==> src/rtl/gate16_bist_pkg.sv <==
// Shared definitions for the gate16 BIST engine: op codes, state encoding,
// LFSR mask, corner vectors and the golden gate model.
package gate16_bist_pkg;

  typedef enum logic [1:0] {
    OP_AND  = 2'b00,
    OP_OR   = 2'b01,
    OP_XOR  = 2'b10,
    OP_NAND = 2'b11
  } op_e;

  typedef enum logic [1:0] {
    S_IDLE  = 2'd0,
    S_DRIVE = 2'd1,
    S_DONE  = 2'd2
  } state_e;

  typedef struct packed {
    logic [15:0] a;
    logic [15:0] b;
  } vec_t;

  localparam logic [15:0] LFSR_MASK   = 16'hB400;
  localparam logic [15:0] CORNER_ZERO = 16'h0000;
  localparam logic [15:0] CORNER_ONES = 16'hFFFF;
  localparam logic [15:0] NO_FAIL     = 16'hFFFF;
  localparam int unsigned N_CORNER    = 4;

  // Corner vectors 0..3 walk (a,b) through (0,0), (0,1s), (1s,0), (1s,1s).
  function automatic vec_t corner_vec(input logic [1:0] idx);
    vec_t v;
    v.a = idx[1] ? CORNER_ONES : CORNER_ZERO;
    v.b = idx[0] ? CORNER_ONES : CORNER_ZERO;
    return v;
  endfunction

  // Pseudo-random vectors use the LFSR state for a and its byte swap for b.
  function automatic vec_t lfsr_vec(input logic [15:0] state);
    vec_t v;
    v.a = state;
    v.b = {state[7:0], state[15:8]};
    return v;
  endfunction

  function automatic logic [15:0] gate_eval(input op_e op, input logic [15:0] a,
                                            input logic [15:0] b);
    case (op)
      OP_AND:  return a & b;
      OP_OR:   return a | b;
      OP_XOR:  return a ^ b;
      default: return ~(a & b);
    endcase
  endfunction

endpackage

==> src/rtl/gate16_bist_if.sv <==
// Gate-under-test connection: the BIST (master) drives operands and samples
// the result; the gate (slave) consumes operands and returns y.
interface gate16_bist_if;
  logic [15:0] dut_a;
  logic [15:0] dut_b;
  logic [15:0] dut_y;

  modport master (output dut_a, output dut_b, input dut_y);
  modport slave  (input dut_a, input dut_b, output dut_y);
endinterface

==> src/rtl/gate16_lfsr.sv <==
// 16-bit right-shifting Galois LFSR with synchronous load and step; q_next
// exposes the value the next step will produce.
module gate16_lfsr
  import gate16_bist_pkg::*;
#(
  parameter logic [15:0] MASK = LFSR_MASK
) (
  input  logic        clk,
  input  logic        rst_n,
  input  logic        load,
  input  logic [15:0] load_val,
  input  logic        step,
  output logic [15:0] q,
  output logic [15:0] q_next
);

  assign q_next = q[0] ? ((q >> 1) ^ MASK) : (q >> 1);

  // NOTE: registers use non-blocking assignments so every flop samples pre-edge values.
  always_ff @(posedge clk or negedge rst_n) begin
    if (!rst_n) begin
      q <= 16'h0001;
    end else if (load) begin
      q <= load_val;
    end else if (step) begin
      q <= q_next;
    end
  end

endmodule

==> src/rtl/gate16_bist.sv <==
// gate16_bist: drives corner and LFSR vectors into a 16-bit gate, compares y
// against a golden model and reports pass / error count / first failing index.
// Optional GATE16_BIST_FORCE_ERR_EN adds inj_err, which corrupts golden bit 0.
module gate16_bist
  import gate16_bist_pkg::*;
#(
  parameter int unsigned N_VEC  = 16,
  parameter int unsigned SETTLE = 1,
  parameter logic [15:0] SEED   = 16'hACE1
) (
  input  logic          clk,
  input  logic          rst_n,
  input  logic          start,
  input  logic [1:0]    op,
`ifdef GATE16_BIST_FORCE_ERR_EN
  input  logic          inj_err,
`endif
  gate16_bist_if.master gate,
  output logic          busy,
  output logic          done,
  output logic          pass,
  output logic [15:0]   err_count,
  output logic [15:0]   first_fail_idx
);

  localparam int unsigned      CNT_W       = (SETTLE > 0) ? $clog2(SETTLE + 1) : 1;
  localparam logic [CNT_W-1:0] SETTLE_LAST = CNT_W'(SETTLE);
  localparam logic [15:0]      LAST_IDX    = 16'(N_VEC - 1);
  localparam logic [15:0]      FIRST_LFSR  = 16'(N_CORNER);

  state_e           state_q, state_d;
  op_e              op_q, op_d;
  logic [15:0]      idx_q, idx_d;
  logic [CNT_W-1:0] cnt_q, cnt_d;
  vec_t             vec_q, vec_d;
  logic             busy_d, done_d, pass_d;
  logic [15:0]      err_d, ffi_d;

  logic             lfsr_load, lfsr_step;
  logic [15:0]      lfsr_q, lfsr_next;
  logic             inj;
  logic [15:0]      golden;
  logic             mismatch;

  gate16_lfsr u_lfsr (
    .clk      (clk),
    .rst_n    (rst_n),
    .load     (lfsr_load),
    .load_val (SEED),
    .step     (lfsr_step),
    .q        (lfsr_q),
    .q_next   (lfsr_next)
  );

`ifdef GATE16_BIST_FORCE_ERR_EN
  assign inj = inj_err;
`else
  assign inj = 1'b0;
`endif

  // Golden is computed from the registered operands, i.e. exactly what the gate sees.
  assign golden   = gate_eval(op_q, vec_q.a, vec_q.b) ^ {15'd0, inj};
  assign mismatch = (gate.dut_y != golden);

  assign gate.dut_a = vec_q.a;
  assign gate.dut_b = vec_q.b;

  // NOTE: every signal written here gets a default first, so no path can infer a latch.
  always_comb begin
    state_d   = state_q;
    op_d      = op_q;
    idx_d     = idx_q;
    cnt_d     = cnt_q;
    vec_d     = vec_q;
    busy_d    = busy;
    done_d    = done;
    pass_d    = pass;
    err_d     = err_count;
    ffi_d     = first_fail_idx;
    lfsr_load = 1'b0;
    lfsr_step = 1'b0;

    case (state_q)
      S_IDLE, S_DONE: begin
        if (start) begin
          op_d      = op_e'(op);
          idx_d     = 16'd0;
          cnt_d     = '0;
          vec_d     = corner_vec(2'd0);
          lfsr_load = 1'b1;
          err_d     = 16'd0;
          ffi_d     = NO_FAIL;
          done_d    = 1'b0;
          pass_d    = 1'b0;
          busy_d    = 1'b1;
          state_d   = S_DRIVE;
        end
      end

      S_DRIVE: begin
        if (cnt_q != SETTLE_LAST) begin
          cnt_d = cnt_q + CNT_W'(1);
        end else begin
          if (mismatch) begin
            if (err_count != 16'hFFFF) err_d = err_count + 16'd1;
            if (first_fail_idx == NO_FAIL) ffi_d = idx_q;
          end
          // The LFSR only advances once one of its own vectors has been sampled.
          lfsr_step = (idx_q >= FIRST_LFSR);

          if (idx_q == LAST_IDX) begin
            busy_d  = 1'b0;
            done_d  = 1'b1;
            pass_d  = (err_d == 16'd0);
            state_d = S_DONE;
          end else begin
            idx_d = idx_q + 16'd1;
            cnt_d = '0;
            if (idx_d < FIRST_LFSR) begin
              vec_d = corner_vec(idx_d[1:0]);
            end else if (idx_q >= FIRST_LFSR) begin
              vec_d = lfsr_vec(lfsr_next);
            end else begin
              vec_d = lfsr_vec(lfsr_q);
            end
          end
        end
      end

      default: state_d = S_IDLE;
    endcase
  end

  always_ff @(posedge clk or negedge rst_n) begin
    if (!rst_n) begin
      state_q        <= S_IDLE;
      op_q           <= OP_AND;
      idx_q          <= 16'd0;
      cnt_q          <= '0;
      vec_q          <= '0;
      busy           <= 1'b0;
      done           <= 1'b0;
      pass           <= 1'b0;
      err_count      <= 16'd0;
      first_fail_idx <= NO_FAIL;
    end else begin
      state_q        <= state_d;
      op_q           <= op_d;
      idx_q          <= idx_d;
      cnt_q          <= cnt_d;
      vec_q          <= vec_d;
      busy           <= busy_d;
      done           <= done_d;
      pass           <= pass_d;
      err_count      <= err_d;
      first_fail_idx <= ffi_d;
    end
  end

endmodule

==> src/flat_wrapper.sv <==
// flat-port wrapper written by rule: the top's interface ports become plain ports
module gate16_bist_flat import gate16_bist_pkg::*;
#(
  parameter int unsigned N_VEC  = 16,
  parameter int unsigned SETTLE = 1,
  parameter logic [15:0] SEED   = 16'hACE1
)
  (clk, rst_n, start, op, busy, done, pass, err_count, first_fail_idx, gate_dut_a, gate_dut_b, gate_dut_y);
  gate16_bist_if gate_i ();
  input  logic clk;
  input  logic rst_n;
  input  logic start;
  input  logic [1:0] op;
  output logic busy;
  output logic done;
  output logic pass;
  output logic [15:0] err_count;
  output logic [15:0] first_fail_idx;
  output wire logic [$bits(gate_i.dut_a)-1:0] gate_dut_a;
  output wire logic [$bits(gate_i.dut_b)-1:0] gate_dut_b;
  input wire logic [$bits(gate_i.dut_y)-1:0] gate_dut_y;
  assign gate_dut_a = gate_i.dut_a;
  assign gate_dut_b = gate_i.dut_b;
  assign gate_i.dut_y = gate_dut_y;
  gate16_bist #(.N_VEC(N_VEC), .SETTLE(SETTLE), .SEED(SEED)) u_core (.clk(clk), .rst_n(rst_n), .start(start), .op(op), .gate(gate_i), .busy(busy), .done(done), .pass(pass), .err_count(err_count), .first_fail_idx(first_fail_idx));
endmodule
==> config.mk <==
export PLATFORM = sky130hd
export DESIGN_NAME = gate16_bist_flat
export DESIGN_NICKNAME = d
export VERILOG_FILES = /design/src/rtl/gate16_bist_pkg.sv /design/src/rtl/gate16_bist_if.sv /design/src/rtl/gate16_lfsr.sv /design/src/rtl/gate16_bist.sv /design/src/flat_wrapper.sv
export SDC_FILE = /design/constraint.sdc
export NUM_CORES = 1
export LEC_CHECK = 0
export CORE_ASPECT_RATIO = 1.5
export CORE_MARGIN = 5
export CORE_UTILIZATION = 40
export DETAILED_ROUTE_END_ITERATION = 8
export PLACE_DENSITY = 0.61
export SYNTH_ARGS = -nofsm -noshare
export SYNTH_HDL_FRONTEND = slang
export SYNTH_SLANG_ARGS = --single-unit
==> constraint.sdc <==
create_clock -name clk -period 6.1 [get_ports clk]
set_input_delay 0.61 -clock clk [delete_from_list [all_inputs] [get_ports clk]]
set_output_delay 0.61 -clock clk [all_outputs]
set_load 0.1 [all_outputs]
==> results.json <==
{
  "grt_overflow": 0,
  "synth_cell_types": 50,
  "r2r_setup_slack_ps": 2200,
  "worstRegToRegCells": 10,
  "tns_ps": 0,
  "drc": 0,
  "nets": 953,
  "yosys_warnings": 0,
  "cts.sinks": 104,
  "portBuffers": 87,
  "grt_pass1_wl_um": 30600,
  "antenna_found_initial": 0,
  "rsz0062_at_grt": "no",
  "via_count": 6364,
  "final_antenna_net_count": 0,
  "synth-edff-count": 0,
  "grt_pass1_vias": 6061,
  "fmax_mhz": 256,
  "ys_ff_latch": 104,
  "synth_area_mm2": 0.00690,
  "drt-initial-drc-count": 461,
  "hold_class": "input pin to async pin",
  "routedWlPerCell_um": 16.7,
  "pin_count": 88,
  "synth.area.mux_share_pct": 0.726,
  "synth_fp_nets": 895,
  "min_period_over_period_pct": 64.0,
  "yosys.area_share.simple_pct": 27.8,
  "synth-compound-area-share_pct": 19.2,
  "syn-instance-count": 839,
  "end_kind": "flip-flop",
  "ys_dominant_reg_cell": "dfrtp_1",
  "setup_viol": 0,
  "dieArea_mm2": 0.0200,
  "grt_max_degree": 62,
  "slew_headroom_pct": 18.1,
  "skew_ps": 8.60,
  "hold_viol_final": 0,
  "fp.dieH_um": 171,
  "final_cell_mix": "nand2_1, dfrtp_1, clkdlybuf4s50_1, o21ai_0, inv_1",
  "cts_resized": 0,
  "clk_pin_slew_ps": 70,
  "dp_hpwl_um": 13600,
  "wl_um": 18600,
  "fillCellCount": 1670,
  "post_cts_buffers": 0,
  "synthAdderAreaFrac_pct": 6.35,
  "clockRootBuffer": "clkbuf_16",
  "antennaDiodeCount": 0,
  "numCtsBuffers": 9,
  "dr.pass1.iters": 5,
  "yosysSeqAreaShare_pct": 38.1,
  "required_ps": 6340,
  "status": "finished clean",
  "cts.path.max_buffers": 2,
  "gp_congestion": 0.836,
  "fp.coreArea_mm2": 0.0168,
  "worst_pin_slew_ps": 1230,
  "vias_per_cell": 5.72,
  "cts_tree": "built",
  "final_common_cell": "nand2_1",
  "min_period_ps": 3900,
  "crit_path_start_kind": "flip-flop",
  "cts_hold_buffers": 0,
  "synthXorXnorAreaFrac_pct": 1.52,
  "drv_cap": 0,
  "layout-drive-gt1-share_pct": 5.88,
  "worstSetupPathType": "flip-flop to flip-flop",
  "avgSynthCellArea_um2": 8.22,
  "rr_endpoint": "u_core.err_count[5]",
  "timing.rr.start": "u_core.op_q[0]",
  "h-tree-depth": 3,
  "syn_to_final_growth_pct": 19.2,
  "fp.dieW_um": 117,
  "synth_top_family_by_area": "simple AND/OR/NAND/NOR gates",
  "row_count": 58,
  "crit_fanout": 38,
  "async_reset_ff_share_pct": 100,
  "grt_usage_pct": 18.9,
  "arrival_ps": 4150,
  "start_util_pct": 41.0,
  "finalMaxSlewViolations": 0,
  "clk_latency_ps": 350
}
-- cell usage after synthesis (3+ instances only) --
cell	instances	area [um2]
a41oi_1	3	26.3
a211oi_1	4	30.0
o211ai_1	14	105
buf_2	12	60.1
or4_1	17	128
a22o_1	29	254
nor3_1	12	60.1
dfstp_2	17	447
nand4_1	31	194
nand3_1	44	220
and2_1	4	25.0
inv_1	58	218
a21o_1	9	67.6
o31ai_1	14	105
clkbuf_1	37	139
ha_1	35	438
nand2b_1	23	144
dfrtp_1	87	2180
o21ai_0	59	295
a21oi_1	22	110
nand4b_1	10	87.6
nand2_1	117	439
a211o_1	5	43.8
and3_1	10	62.6
o2111ai_1	4	35.0
buf_1	3	11.3
xnor2_1	11	96.3
nor2b_1	35	219
o21a_1	3	22.5
nor2_1	50	188
a31oi_1	20	125
or3_1	5	31.3
mux2i_1	5	50.1
nor4_1	8	50.1
-- logic make-up after synthesis --
kind of cell    after synthesis
compound gates              198
flops                       104
simple gates                374
xor+xnor                     12
fa+ha+maj                    35
mux                           5
buf+inv                     111
-- per-layer routing --
metal / global-route usage (%) / wire length, um / up-vias
li1: - / - / 3106
met1: 24.3 / 8110 / 3079
met2: 32.3 / 9350 / 157
met3: 2.97 / 850 / 22
met4: 5.54 / 289 / 0
met5: 0 / 0 / -
-- per-stage QoR --
stage          area (um2)  hold slack (ps)  utilization (%)  setup slack, ps  cells
2_1_floorplan        6900              314                -             2620    839
3_3_place_gp         7910              479             47.0             2360   1096
3_5_place_dp         7910              478             47.0             2220   1096
4_1_cts              8220              266             48.8             2200   1112
5_1_grt              8220              286             48.8             1760   1112
6_report             8220              248             48.8             2200   1112
-- sequential cells by signal, indices dropped and copies added, names as in the netlist --
signal                 flops
u_core.idx_q              16
u_core.pass                1
u_core.u_lfsr.q           16
u_core.state_q             2
u_core.cnt_q               1
u_core.op_q                2
u_core.busy                1
u_core.done                1
u_core.first_fail_idx     16
u_core.err_count          16
u_core.gate.dut_b         16
u_core.gate.dut_a         16
-- cell type report --
type	instances	area [um2]	share of cell area (%)
Inverter	58	218	2.65
Clock inverter	7	86.3	1.05
Multi-Input combinational cell	624	3840	46.7
Sequential cell	104	2620	31.9
Tap cell	210	263	3.20
Timing Repair Buffer	100	966	11.8
Clock buffer	9	225	2.74
-- worst max path at each step --
stage                          from                   to  depth (start not counted)
6_report             u_core.op_q[0]  u_core.err_count[5]                         10
5_1_grt              u_core.op_q[0]  u_core.err_count[5]                         10
4_1_cts              u_core.op_q[0]  u_core.err_count[5]                         10
3_5_place_dp         u_core.op_q[0]          u_core.pass                         11
3_3_place_gp         u_core.op_q[0]  u_core.err_count[5]                         10
2_1_floorplan  u_core.gate.dut_b[4]          u_core.pass                         12
-- critical path, stage by stage, from the launching register on --
cell and delay (ps):
dfrtp_1 850, buf_4 430, nor2b_1 100, o211a_1 220, a2111o_1 350, nand4_1 130
nor4_2 50, buf_4 210, nor2_1 780, nand2_1 330, o41ai_1 320
Power is left out: the tool's default activity adds up to more than one toggle a clock period on the data nets, which glitch-free logic cannot reach.
